### config.mk
export PLATFORM = sky130hd
export DESIGN_NAME = axilite_regbank
export DESIGN_NICKNAME = d
export VERILOG_FILES = /design/src/rtl/axilite_pkg.sv /design/src/rtl/axilite_regbank_decode.sv /design/src/rtl/axilite_regbank.sv
export SDC_FILE = /design/constraint.sdc
export NUM_CORES = 1
export LEC_CHECK = 0
export CORE_MARGIN = 2
export CORE_UTILIZATION = 41
export CTS_CLUSTER_SIZE = 30
export DETAILED_ROUTE_END_ITERATION = 8
export GPL_TIMING_DRIVEN = 0
export PLACE_DENSITY_LB_ADDON = 0.2
export SYNTH_ARGS = -nofsm -noshare
export SYNTH_HDL_FRONTEND = slang
export SYNTH_SLANG_ARGS = --single-unit
### constraint.sdc
create_clock -name clk -period 6.5 [get_ports clk]
set_clock_uncertainty 0.2 [all_clocks]
set_input_delay 1.95 -clock clk [delete_from_list [all_inputs] [get_ports clk]]
set_output_delay 1.95 -clock clk [all_outputs]
set_load 0.005 [all_outputs]
### src/rtl/axilite_pkg.sv
// ============================================================================
//  Module      : axilite_pkg
//  Description : Shared AXI4-Lite response codes and register-index kinds.
//  Revision    : 1.0 - initial release
// ============================================================================
`default_nettype none

package axilite_pkg;

  localparam logic [1:0] RESP_OKAY   = 2'd0;
  localparam logic [1:0] RESP_EXOKAY = 2'd1;
  localparam logic [1:0] RESP_SLVERR = 2'd2;
  localparam logic [1:0] RESP_DECERR = 2'd3;

  // Region a word index falls into.
  typedef enum logic [1:0] {
    CFG      = 2'd0,
    CTRL     = 2'd1,
    STAT     = 2'd2,
    UNMAPPED = 2'd3
  } idx_kind_t;

  // Index width: enough to cover config words, the control word and status words.
  function automatic int idx_width(input int num_regs, input int num_status);
    return $clog2(num_regs + num_status + 1);
  endfunction

endpackage

`default_nettype wire

### src/rtl/axilite_regbank_decode.sv
// ============================================================================
//  Module      : axilite_regbank_decode
//  Description : Combinational word-index decoder. Classifies an index as
//                config / control / status / unmapped and returns the offset
//                of the word inside its region.
//  Revision    : 1.0 - initial release
// ============================================================================
`default_nettype none

module axilite_regbank_decode
  import axilite_pkg::*;
#(
  parameter int NUM_REGS   = 4,
  parameter int NUM_STATUS = 2,
  parameter int IDXW       = 3
) (
  input  logic [IDXW-1:0] idx,
  output idx_kind_t       kind,
  output logic [IDXW-1:0] offset
);

  // Region lookup: config words first, then control, then status.
  always_comb begin
    kind   = UNMAPPED;
    offset = '0;
    if (32'(idx) < NUM_REGS) begin
      kind   = CFG;
      offset = idx;
    end else if (32'(idx) == NUM_REGS) begin
      kind = CTRL;
    end else if (32'(idx) <= NUM_REGS + NUM_STATUS) begin
      kind   = STAT;
      offset = idx - IDXW'(NUM_REGS + 1);
    end
  end

endmodule

`default_nettype wire

### src/rtl/axilite_regbank.sv
// ============================================================================
//  Module      : axilite_regbank
//  Description : AXI4-Lite slave register bank with double-buffered config
//                words, a control word (commit / auto-commit) and read-only
//                status words. Committed words appear on regs_out together
//                with a one-cycle param_en pulse.
//  Revision    : 1.0 - initial release
// ============================================================================
`default_nettype none

module axilite_regbank
  import axilite_pkg::*;
#(
  parameter int NUM_REGS        = 4,
  parameter int NUM_STATUS      = 2,
  parameter int DATA_WIDTH      = 32,
  parameter int ADDR_SIZE       = 32,
  parameter bit AUTO_COMMIT_RST = 1'b1
) (
  input  logic                      clk,
  input  logic                      rst,
  input  logic [ADDR_SIZE-1:0]      awaddr,
  input  logic                      awvalid,
  output logic                      awready,
  input  logic [DATA_WIDTH-1:0]     wdata,
  input  logic [DATA_WIDTH/8-1:0]   wstrb,
  input  logic                      wvalid,
  output logic                      wready,
  output logic [1:0]                bresp,
  output logic                      bvalid,
  input  logic                      bready,
  input  logic [ADDR_SIZE-1:0]      araddr,
  input  logic                      arvalid,
  output logic                      arready,
  output logic [DATA_WIDTH-1:0]     rdata,
  output logic [1:0]                rresp,
  output logic                      rvalid,
  input  logic                      rready,
  input  logic [(NUM_STATUS > 0 ? NUM_STATUS : 1)*DATA_WIDTH-1:0] status_in,
  output logic [NUM_REGS*DATA_WIDTH-1:0] regs_out,
  output logic                      param_en
);

  localparam int STRB_W   = DATA_WIDTH / 8;
  localparam int ADDR_LSB = $clog2(STRB_W);
  localparam int IDXW     = idx_width(NUM_REGS, NUM_STATUS);

  typedef enum logic [1:0] {
    W_IDLE    = 2'd0,
    W_HAVE_AW = 2'd1,
    W_HAVE_W  = 2'd2,
    W_RESP    = 2'd3
  } wr_state_t;

  typedef enum logic {
    R_IDLE = 1'b0,
    R_RESP = 1'b1
  } rd_state_t;

  wr_state_t r_wst, w_wst_next;
  rd_state_t r_rst_st, w_rst_next;

  logic [ADDR_SIZE-1:0]  r_awaddr;
  logic [DATA_WIDTH-1:0] r_wdata;
  logic [STRB_W-1:0]     r_wstrb;
  logic [1:0]            r_bresp;
  logic [DATA_WIDTH-1:0] r_rdata;
  logic [1:0]            r_rresp;
  logic                  r_auto;
  logic                  r_param_en;
  logic [DATA_WIDTH-1:0] r_shadow [NUM_REGS];
  logic [DATA_WIDTH-1:0] r_regs   [NUM_REGS];

  logic                  w_aw_hs, w_w_hs, w_ar_hs;
  logic                  w_have_aw, w_have_w, w_do_write;
  logic [ADDR_SIZE-1:0]  w_addr;
  logic [DATA_WIDTH-1:0] w_data;
  logic [STRB_W-1:0]     w_strb;
  idx_kind_t             w_wkind, w_rkind;
  logic [IDXW-1:0]       w_woff, w_roff;
  logic [DATA_WIDTH-1:0] w_shadow_next [NUM_REGS];
  logic                  w_commit;
  logic [1:0]            w_bresp;
  logic [DATA_WIDTH-1:0] w_rval;
  logic [1:0]            w_rresp;
  logic                  w_unused;

  // Handshakes and ready/valid outputs follow directly from the FSM states.
  assign awready = (r_wst == W_IDLE) || (r_wst == W_HAVE_W);
  assign wready  = (r_wst == W_IDLE) || (r_wst == W_HAVE_AW);
  assign bvalid  = (r_wst == W_RESP);
  assign bresp   = r_bresp;
  assign arready = (r_rst_st == R_IDLE);
  assign rvalid  = (r_rst_st == R_RESP);
  assign rdata   = r_rdata;
  assign rresp   = r_rresp;
  assign param_en = r_param_en;

  assign w_aw_hs = awvalid && awready;
  assign w_w_hs  = wvalid && wready;
  assign w_ar_hs = arvalid && arready;

  // A channel counts as present if it is held or handshaking right now, so a
  // write whose second half arrives this cycle executes at this edge.
  assign w_have_aw  = (r_wst == W_HAVE_AW) || w_aw_hs;
  assign w_have_w   = (r_wst == W_HAVE_W) || w_w_hs;
  assign w_do_write = w_have_aw && w_have_w;
  assign w_addr     = (r_wst == W_HAVE_AW) ? r_awaddr : awaddr;
  assign w_data     = (r_wst == W_HAVE_W) ? r_wdata : wdata;
  assign w_strb     = (r_wst == W_HAVE_W) ? r_wstrb : wstrb;

  axilite_regbank_decode #(
    .NUM_REGS   (NUM_REGS),
    .NUM_STATUS (NUM_STATUS),
    .IDXW       (IDXW)
  ) u_wdec (
    .idx    (w_addr[ADDR_LSB +: IDXW]),
    .kind   (w_wkind),
    .offset (w_woff)
  );

  axilite_regbank_decode #(
    .NUM_REGS   (NUM_REGS),
    .NUM_STATUS (NUM_STATUS),
    .IDXW       (IDXW)
  ) u_rdec (
    .idx    (araddr[ADDR_LSB +: IDXW]),
    .kind   (w_rkind),
    .offset (w_roff)
  );

  // Write FSM next state: collect AW and W in either order, then respond.
  always_comb begin
    w_wst_next = r_wst;
    case (r_wst)
      W_IDLE: begin
        if (w_do_write)   w_wst_next = W_RESP;
        else if (w_aw_hs) w_wst_next = W_HAVE_AW;
        else if (w_w_hs)  w_wst_next = W_HAVE_W;
      end
      W_HAVE_AW: if (w_w_hs)  w_wst_next = W_RESP;
      W_HAVE_W:  if (w_aw_hs) w_wst_next = W_RESP;
      W_RESP:    if (bready)  w_wst_next = W_IDLE;
      default:   w_wst_next = W_IDLE;
    endcase
  end

  // Write FSM state register.
  always_ff @(posedge clk) begin
    if (rst) r_wst <= W_IDLE;
    else     r_wst <= w_wst_next;
  end

  // Shadow words after this cycle's write, with byte lanes merged under strobe.
  always_comb begin
    for (int k = 0; k < NUM_REGS; k++) begin
      w_shadow_next[k] = r_shadow[k];
      if (w_do_write && (w_wkind == CFG) && (w_woff == IDXW'(k))) begin
        for (int b = 0; b < STRB_W; b++) begin
          if (w_strb[b]) w_shadow_next[k][b*8 +: 8] = w_data[b*8 +: 8];
        end
      end
    end
  end

  // Commit on explicit control bit0, or on any config write while auto is set.
  assign w_commit = w_do_write &&
                    (((w_wkind == CFG) && r_auto) ||
                     ((w_wkind == CTRL) && w_strb[0] && w_data[0]));

  assign w_bresp = (w_wkind == CFG || w_wkind == CTRL) ? RESP_OKAY :
                   (w_wkind == STAT) ? RESP_SLVERR : RESP_DECERR;

  // Write-side storage: holding registers, shadow, control, committed words.
  always_ff @(posedge clk) begin
    if (rst) begin
      r_awaddr   <= '0;
      r_wdata    <= '0;
      r_wstrb    <= '0;
      r_bresp    <= RESP_OKAY;
      r_auto     <= AUTO_COMMIT_RST;
      r_param_en <= 1'b0;
      for (int k = 0; k < NUM_REGS; k++) begin
        r_shadow[k] <= '0;
        r_regs[k]   <= '0;
      end
    end else begin
      if (w_aw_hs) r_awaddr <= awaddr;
      if (w_w_hs) begin
        r_wdata <= wdata;
        r_wstrb <= wstrb;
      end
      if (w_do_write) r_bresp <= w_bresp;
      if (w_do_write && (w_wkind == CTRL) && w_strb[0]) r_auto <= w_data[1];
      r_param_en <= w_commit;
      for (int k = 0; k < NUM_REGS; k++) begin
        r_shadow[k] <= w_shadow_next[k];
        if (w_commit) r_regs[k] <= w_shadow_next[k];
      end
    end
  end

  generate
    for (genvar g = 0; g < NUM_REGS; g++) begin : g_regs_out
      assign regs_out[g*DATA_WIDTH +: DATA_WIDTH] = r_regs[g];
    end
  endgenerate

  // Read data mux; shadow is read before any same-cycle write lands.
  always_comb begin
    w_rval  = '0;
    w_rresp = RESP_OKAY;
    case (w_rkind)
      CFG: begin
        for (int k = 0; k < NUM_REGS; k++) begin
          if (w_roff == IDXW'(k)) w_rval = r_shadow[k];
        end
      end
      CTRL: w_rval[1] = r_auto;
      STAT: begin
        for (int k = 0; k < NUM_STATUS; k++) begin
          if (w_roff == IDXW'(k)) w_rval = status_in[k*DATA_WIDTH +: DATA_WIDTH];
        end
      end
      default: w_rresp = RESP_DECERR;
    endcase
  end

  // Read FSM next state: accept one address, hold data until rready.
  always_comb begin
    w_rst_next = r_rst_st;
    case (r_rst_st)
      R_IDLE:  if (w_ar_hs) w_rst_next = R_RESP;
      R_RESP:  if (rready)  w_rst_next = R_IDLE;
      default: w_rst_next = R_IDLE;
    endcase
  end

  // Read FSM state register and read data capture at the AR handshake.
  always_ff @(posedge clk) begin
    if (rst) begin
      r_rst_st <= R_IDLE;
      r_rdata  <= '0;
      r_rresp  <= RESP_OKAY;
    end else begin
      r_rst_st <= w_rst_next;
      if (w_ar_hs) begin
        r_rdata <= w_rval;
        r_rresp <= w_rresp;
      end
    end
  end

  // Address bits above the index field are intentionally ignored.
  assign w_unused = ^{awaddr, araddr, r_awaddr, status_in};

endmodule

`default_nettype wire

==> flow_summary.json, run 1 <==
{
  "ys_seq_area_frac": 0.5423,
  "slew_headroom": 0.2199,
  "vias": 13360,
  "final_cell_mix": "a21oi_1, clkdlybuf4s50_1, dfxtp_1, o21ai_0, nand3_1",
  "drt_iter0_markers": 1732,
  "die_h_um": 193.5,
  "holdWs_ns": 0.2548,
  "clock.fmax_mhz": 205.2,
  "status": "finished clean",
  "post_cts_buffers": 0,
  "final_common_cell": "a21oi_1",
  "ys_async_sr_fraction": 0,
  "drc": 0,
  "post-dp-hpwl_um": 40920,
  "ys_types": 53,
  "row_count": 69,
  "peakVddDrop_uv": 226.1,
  "grt_pass1_wl_um": 80410,
  "area_growth_pct": 31.57,
  "synthCells": 1491,
  "synth_top_family_by_area": "compound AO/OA/AOI/OAI gates",
  "avgSynthCellArea_um2": 9.878,
  "crit_fanout": 10,
  "core_um2": 35480,
  "slew_violations": 0,
  "syn-cell-area_um2": 14730,
  "overflow": 0,
  "synthFlopType": "dfxtp_1",
  "clock_latency_ns": 0.54,
  "die_w_um": 193.5,
  "synth_fa_ha_area_frac": 0.003398,
  "antennaDiodeCount": 0,
  "grtUsageTotal": 0.2803,
  "numCtsBuffers": 37,
  "path_clk_slew_ns": 0.06,
  "grt_pass1_vias": 13030,
  "ctsResizeCount": 0,
  "min_path_type": "reg2reg",
  "min_period_ns": 4.874,
  "grt_max_degree": 50,
  "path_class": "reg2out",
  "antenna_found_initial": 0,
  "drt_pass1_iterations": 5,
  "finish.utilization": 0.5461,
  "worstSetupEndpointType": "primary output",
  "yosysWarnings": 0,
  "synth.mux.area_fraction": 0.06202,
  "cts_buffer_depth": 3,
  "root_buffer": "clkbuf_16",
  "synth_xor_area_frac": 0,
  "dp_cells": 2229,
  "port_buffers": 275,
  "drt_wl_total_um": 54150,
  "synth_edf_count": 128,
  "synth-seq-cells": 335,
  "pre_cts_ws_ns": 1.261,
  "multi_input_area_um2": 6110,
  "cts_tree": "yes",
  "dieArea_um2": 37450,
  "hold_viol_final": 0,
  "layoutNonFillerInstCount": 2297,
  "start_kind": "register",
  "setup_viol_count_final": 0,
  "fillCellCount": 3228,
  "initial_utilization": 0.4151,
  "hold_buffers": 0,
  "cts_sinks": 335,
  "drv_cap": 0,
  "arrival_ns": 2.72,
  "final_nets": 1982,
  "drive_above_1_share": 0.1002,
  "total_leakage_power_nw": 6.754,
  "synth_nets": 1666,
  "seqCellArea_um2": 7988,
  "finalCritPeriodShare": 0.7499,
  "rsz0062_at_grt": "false",
  "crit_required_ns": 4.35,
  "antenna_left": 0,
  "fin_ws_ns": 1.626,
  "final_area_um2": 19380,
  "p_per_area_nw_per_um2": 326.0,
  "ioPinCount": 341,
  "viasPerCell": 5.817,
  "yosys.area_share.simple": 0.1336,
  "wl_per_cell_um": 23.57,
  "place_area_um2": 18120,
  "synth_compound_area_frac": 0.2153,
  "gp_congestion": 0.9464,
  "tightestPinTransition_ns": 1.158,
  "cts_htree_levels": 2
}
where the power goes:
group          internal [mW]  switching [mW]  total (mW)
clock network           1.29           0.881        2.17
logic                  0.614           0.988        1.60
registers               2.44           0.104        2.54
synthesized netlist by cell type (6+ instances only):
library cell,n,area [µm²]
a22o_1,30,262.8
nor2_1,50,187.7
nor2b_1,20,125.1
buf_1,16,60.06
mux4_2,27,608.1
inv_1,8,30.03
a21oi_2,8,70.07
or2_2,24,150.1
mux2_2,10,112.6
mux2i_1,17,170.2
nor3_1,28,140.1
o21ai_0,135,675.7
nand2b_1,18,112.6
o21ba_2,8,80.08
nand3_1,132,660.6
a21oi_1,284,1421
edfxtp_1,128,3844
o21ba_1,6,60.06
dfxtp_1,207,4144
a22oi_1,27,202.7
and3b_1,6,52.55
nand2_1,116,435.4
buf_2,30,150.1
clkbuf_1,90,337.8
metrics by stage:
step / TNS, ns / total power [mW]
after floorplan: 0 / 3.345
after global placement: -8.866 / 4.132
after detailed placement: 0 / 4.158
after CTS: 0 / 6.308
after global routing: 0 / 6.536
final: 0 / 6.317
metal layers:
| layer | vias up | track usage | wire (µm) |
|---|---|---|---|
| li1 | 6122 | - | - |
| met1 | 6372 | 0.3843 | 22580 |
| met2 | 774 | 0.4313 | 23990 |
| met3 | 93 | 0.07985 | 6152 |
| met4 | 0 | 0.08340 | 1428 |
| met5 | - | 0 | 0 |
state kept, by name, indices dropped and copies added (netlist names):
register,count
bresp,2
param_en,1
r_auto,1
r_awaddr,3
r_regs,128
r_shadow,128
r_wdata,32
r_wst,2
r_wstrb,4
rdata,32
rresp,1
rvalid,1
worst paths after layout:
kind,slack (ns),from,depth (start not counted),endpoint
max,1.63,r_wst[0],7,awready
min,0.25,r_wdata[19],2,r_wdata[19]
max reg2reg,3.05,r_wst[1],9,r_regs[0][17]
min reg2reg,0.25,r_wdata[19],2,r_wdata[19]
cell type report:
| class | count | area share |
|---|---|---|
| multi-input combinational | 1006 | 0.3153 |
| clock inverter | 19 | 0.01156 |
| tap | 461 | 0.02977 |
| inverter | 8 | 0.001550 |
| clock buffer | 49 | 0.05334 |
| timing repair buffer | 277 | 0.1449 |
| sequential | 335 | 0.4122 |
| buffer | 142 | 0.03138 |
worst max-delay path, stage by stage, from the launching register on:
cell and delay, ns:
dfxtp_1 0.34, inv_1 0.09, ha_1 0.14, buf_2 0.25
buf_2 0.32, buf_2 0.32, or2_2 0.19, clkdlybuf4s50_1 0.53
logic make-up after synthesis:
group,count (synthesis)
AO/OA/AOI/OAI,538
AND/OR/NAND/NOR,409
flip-flops,335
buffers and inverters,150
multiplexers,55
adder cells (fa/ha/maj),4
(Power assumes the default switching activity.)
==> run 2: changes to the inputs <==
==> constraint.sdc (replaced) <==
create_clock -name clk -period 4.4 [get_ports clk]
set_clock_uncertainty 0.2 [all_clocks]
set_input_delay 1.32 -clock clk [delete_from_list [all_inputs] [get_ports clk]]
set_output_delay 1.32 -clock clk [all_outputs]
set_load 0.005 [all_outputs]
==> run 2 against run 1 <==
Global-route usage grew 0.10 points. Critical path depth is the same. Count of clock-buffer cells in the layout unchanged. Critical endpoint unchanged. Worst hold slack about the same. Sequential power increased by 48%. Final area is 0.18% higher. Die area unchanged. Largest power group unchanged. Largest cell class unchanged. Via count grew 0.61%.
==> flow_summary.json, run 2 (synthesis gave the netlist of run 1 again) <==
{
  "status": "finished clean",
  "crit_chain": "inv_1 > ha_1 > buf_2 > buf_2 > buf_2 > or2_2 > clkdlybuf4s50_1",
  "cts_buffer_depth": 3,
  "hold_depth": 2,
  "overflow": 0,
  "clkPwrFrac": 0.351,
  "cts_tree": "yes",
  "layoutNonFillerInstCount": 2298,
  "rsz0062_at_grt": "false",
  "core_um2": 35480,
  "hold_buffers": 0,
  "drt_pass1_iterations": 6,
  "slowest_delay_ns": 0.54,
  "grtUsageTotal": 0.2813,
  "cts_sinks": 335,
  "worstSetupEndpointType": "primary output",
  "antenna_found_initial": 1,
  "clock.fmax_mhz": 235.6,
  "die_w_um": 193.5,
  "ctsResizeCount": 0,
  "crit_buf_inv": 5,
  "p_per_area_nw_per_um2": 486.4,
  "ioPinCount": 341,
  "hold_viol_final": 0,
  "start_kind": "register",
  "numCtsBuffers": 38,
  "port_buffers": 275,
  "pre_cts_ws_ns": -0.2166,
  "slew_violations": 0,
  "finalCritPeriodShare": 0.9647,
  "grt_max_degree": 50,
  "wl_per_cell_um": 23.61,
  "drive_above_1_share": 0.1013,
  "antennaDiodeCount": 0,
  "grt_pass1_wl_um": 80670,
  "top_regs": "r_regs: 128 flops, r_shadow: 128 flops",
  "post_cts_buffers": 0,
  "viasPerCell": 5.850,
  "cp_top_family": "buffers and inverters",
  "total_leakage_power_nw": 6.782,
  "fin_ws_ns": 0.1553,
  "crit_fanout": 10,
  "row_count": 69,
  "internal_power_mw": 6.516,
  "gp_congestion": 0.9406,
  "post-dp-hpwl_um": 40500,
  "drt_wl_total_um": 54260,
  "p_sw_frac": 0.3098,
  "die_h_um": 193.5,
  "peakVddDrop_uv": 314.0,
  "antenna_left": 0,
  "crit_top_cell": "buf_2",
  "crit_path_top_delay_cell": "clkdlybuf4s50_1",
  "r2r_cells": 9,
  "drc": 0,
  "dieArea_um2": 37450,
  "initial_utilization": 0.4151,
  "vias": 13440,
  "finish.utilization": 0.5471,
  "design_power_total_mw": 9.442,
  "multi_input_area_um2": 6110,
  "crit_required_ns": 2.88,
  "slew_headroom": 0.2255,
  "seq_power_share": 0.398,
  "final_cell_mix": "a21oi_1, clkdlybuf4s50_1, dfxtp_1, o21ai_0, nand3_1",
  "setup_viol_count_final": 0,
  "min_period_ns": 4.245,
  "fillCellCount": 3190,
  "root_buffer": "clkbuf_16",
  "drt_iter0_markers": 1551,
  "final_nets": 1983,
  "cp_num_cells": 7,
  "drv_cap": 0,
  "cts_htree_levels": 2,
  "dp_cells": 2229,
  "path_clk_slew_ns": 0.06,
  "grt_pass1_vias": 12820,
  "final_common_cell": "a21oi_1",
  "regToRegSetupSlack_ns": 0.93,
  "path_class": "reg2out",
  "arrival_ns": 2.72,
  "clock_latency_ns": 0.53,
  "tightestPinTransition_ns": 1.150,
  "area_growth_pct": 31.81,
  "combPwrFrac": 0.251,
  "seqCellArea_um2": 7988,
  "min_path_type": "reg2reg",
  "power_switching_mw": 2.925
}
[run 2: power groups by stage]
stage	Combinational [mW]	Clock [mW]	Sequential, mW
floorplan	1.12	0	3.81
global placement	2.27	0	3.83
detailed placement	2.31	0	3.83
CTS	2.33	3.32	3.76
global route	2.51	3.45	3.79
finish	2.37	3.31	3.76
[run 2: layer usage]
layer	vias to the layer above	wire length, µm	global-route usage
met5	-	0	0
met4	0	1415	0.08114
met3	87	5532	0.06346
met2	752	23910	0.4291
met1	6483	23400	0.4007
li1	6121	-	-
[run 2: area by class of cell]
cell class / instances / share of cell area
buffer: 142 / 0.03132
multi-input combinational: 1006 / 0.3147
inverter: 8 / 0.001547
clock buffer: 49 / 0.05485
clock inverter: 20 / 0.01173
sequential: 335 / 0.4115
timing repair buffer: 277 / 0.1446
tap: 461 / 0.02971
[run 2: worst paths after layout]
kind | endpoint | from
hold reg to reg | r_wdata[18] | r_wdata[18]
setup reg to reg | r_regs[0][22] | r_wst[1]
hold / removal | r_wdata[18] | r_wdata[18]
setup / recovery | awready | r_wst[0]
[run 2: through the flow]
step / instance area [µm²] / hold slack [ns] / TNS [ns]
floorplan: 14740 / 0.2360 / 0
global placement: 18060 / 0.2420 / -69.60
detailed placement: 18120 / 0.2473 / -10.17
CTS: 19410 / 0.2549 / 0
global route: 19410 / 0.2666 / 0
finish: 19410 / 0.2550 / 0
[run 2: worst reg2reg max path, stage by stage, from the launching register on]
cell,delay (ns)
dfxtp_1,0.38
inv_1,0.08
ha_1,0.17
buf_4,0.16
or3_1,0.39
a2111oi_4,0.48
o21bai_2,0.22
nand2b_4,0.43
buf_16,0.30
buf_16,0.28
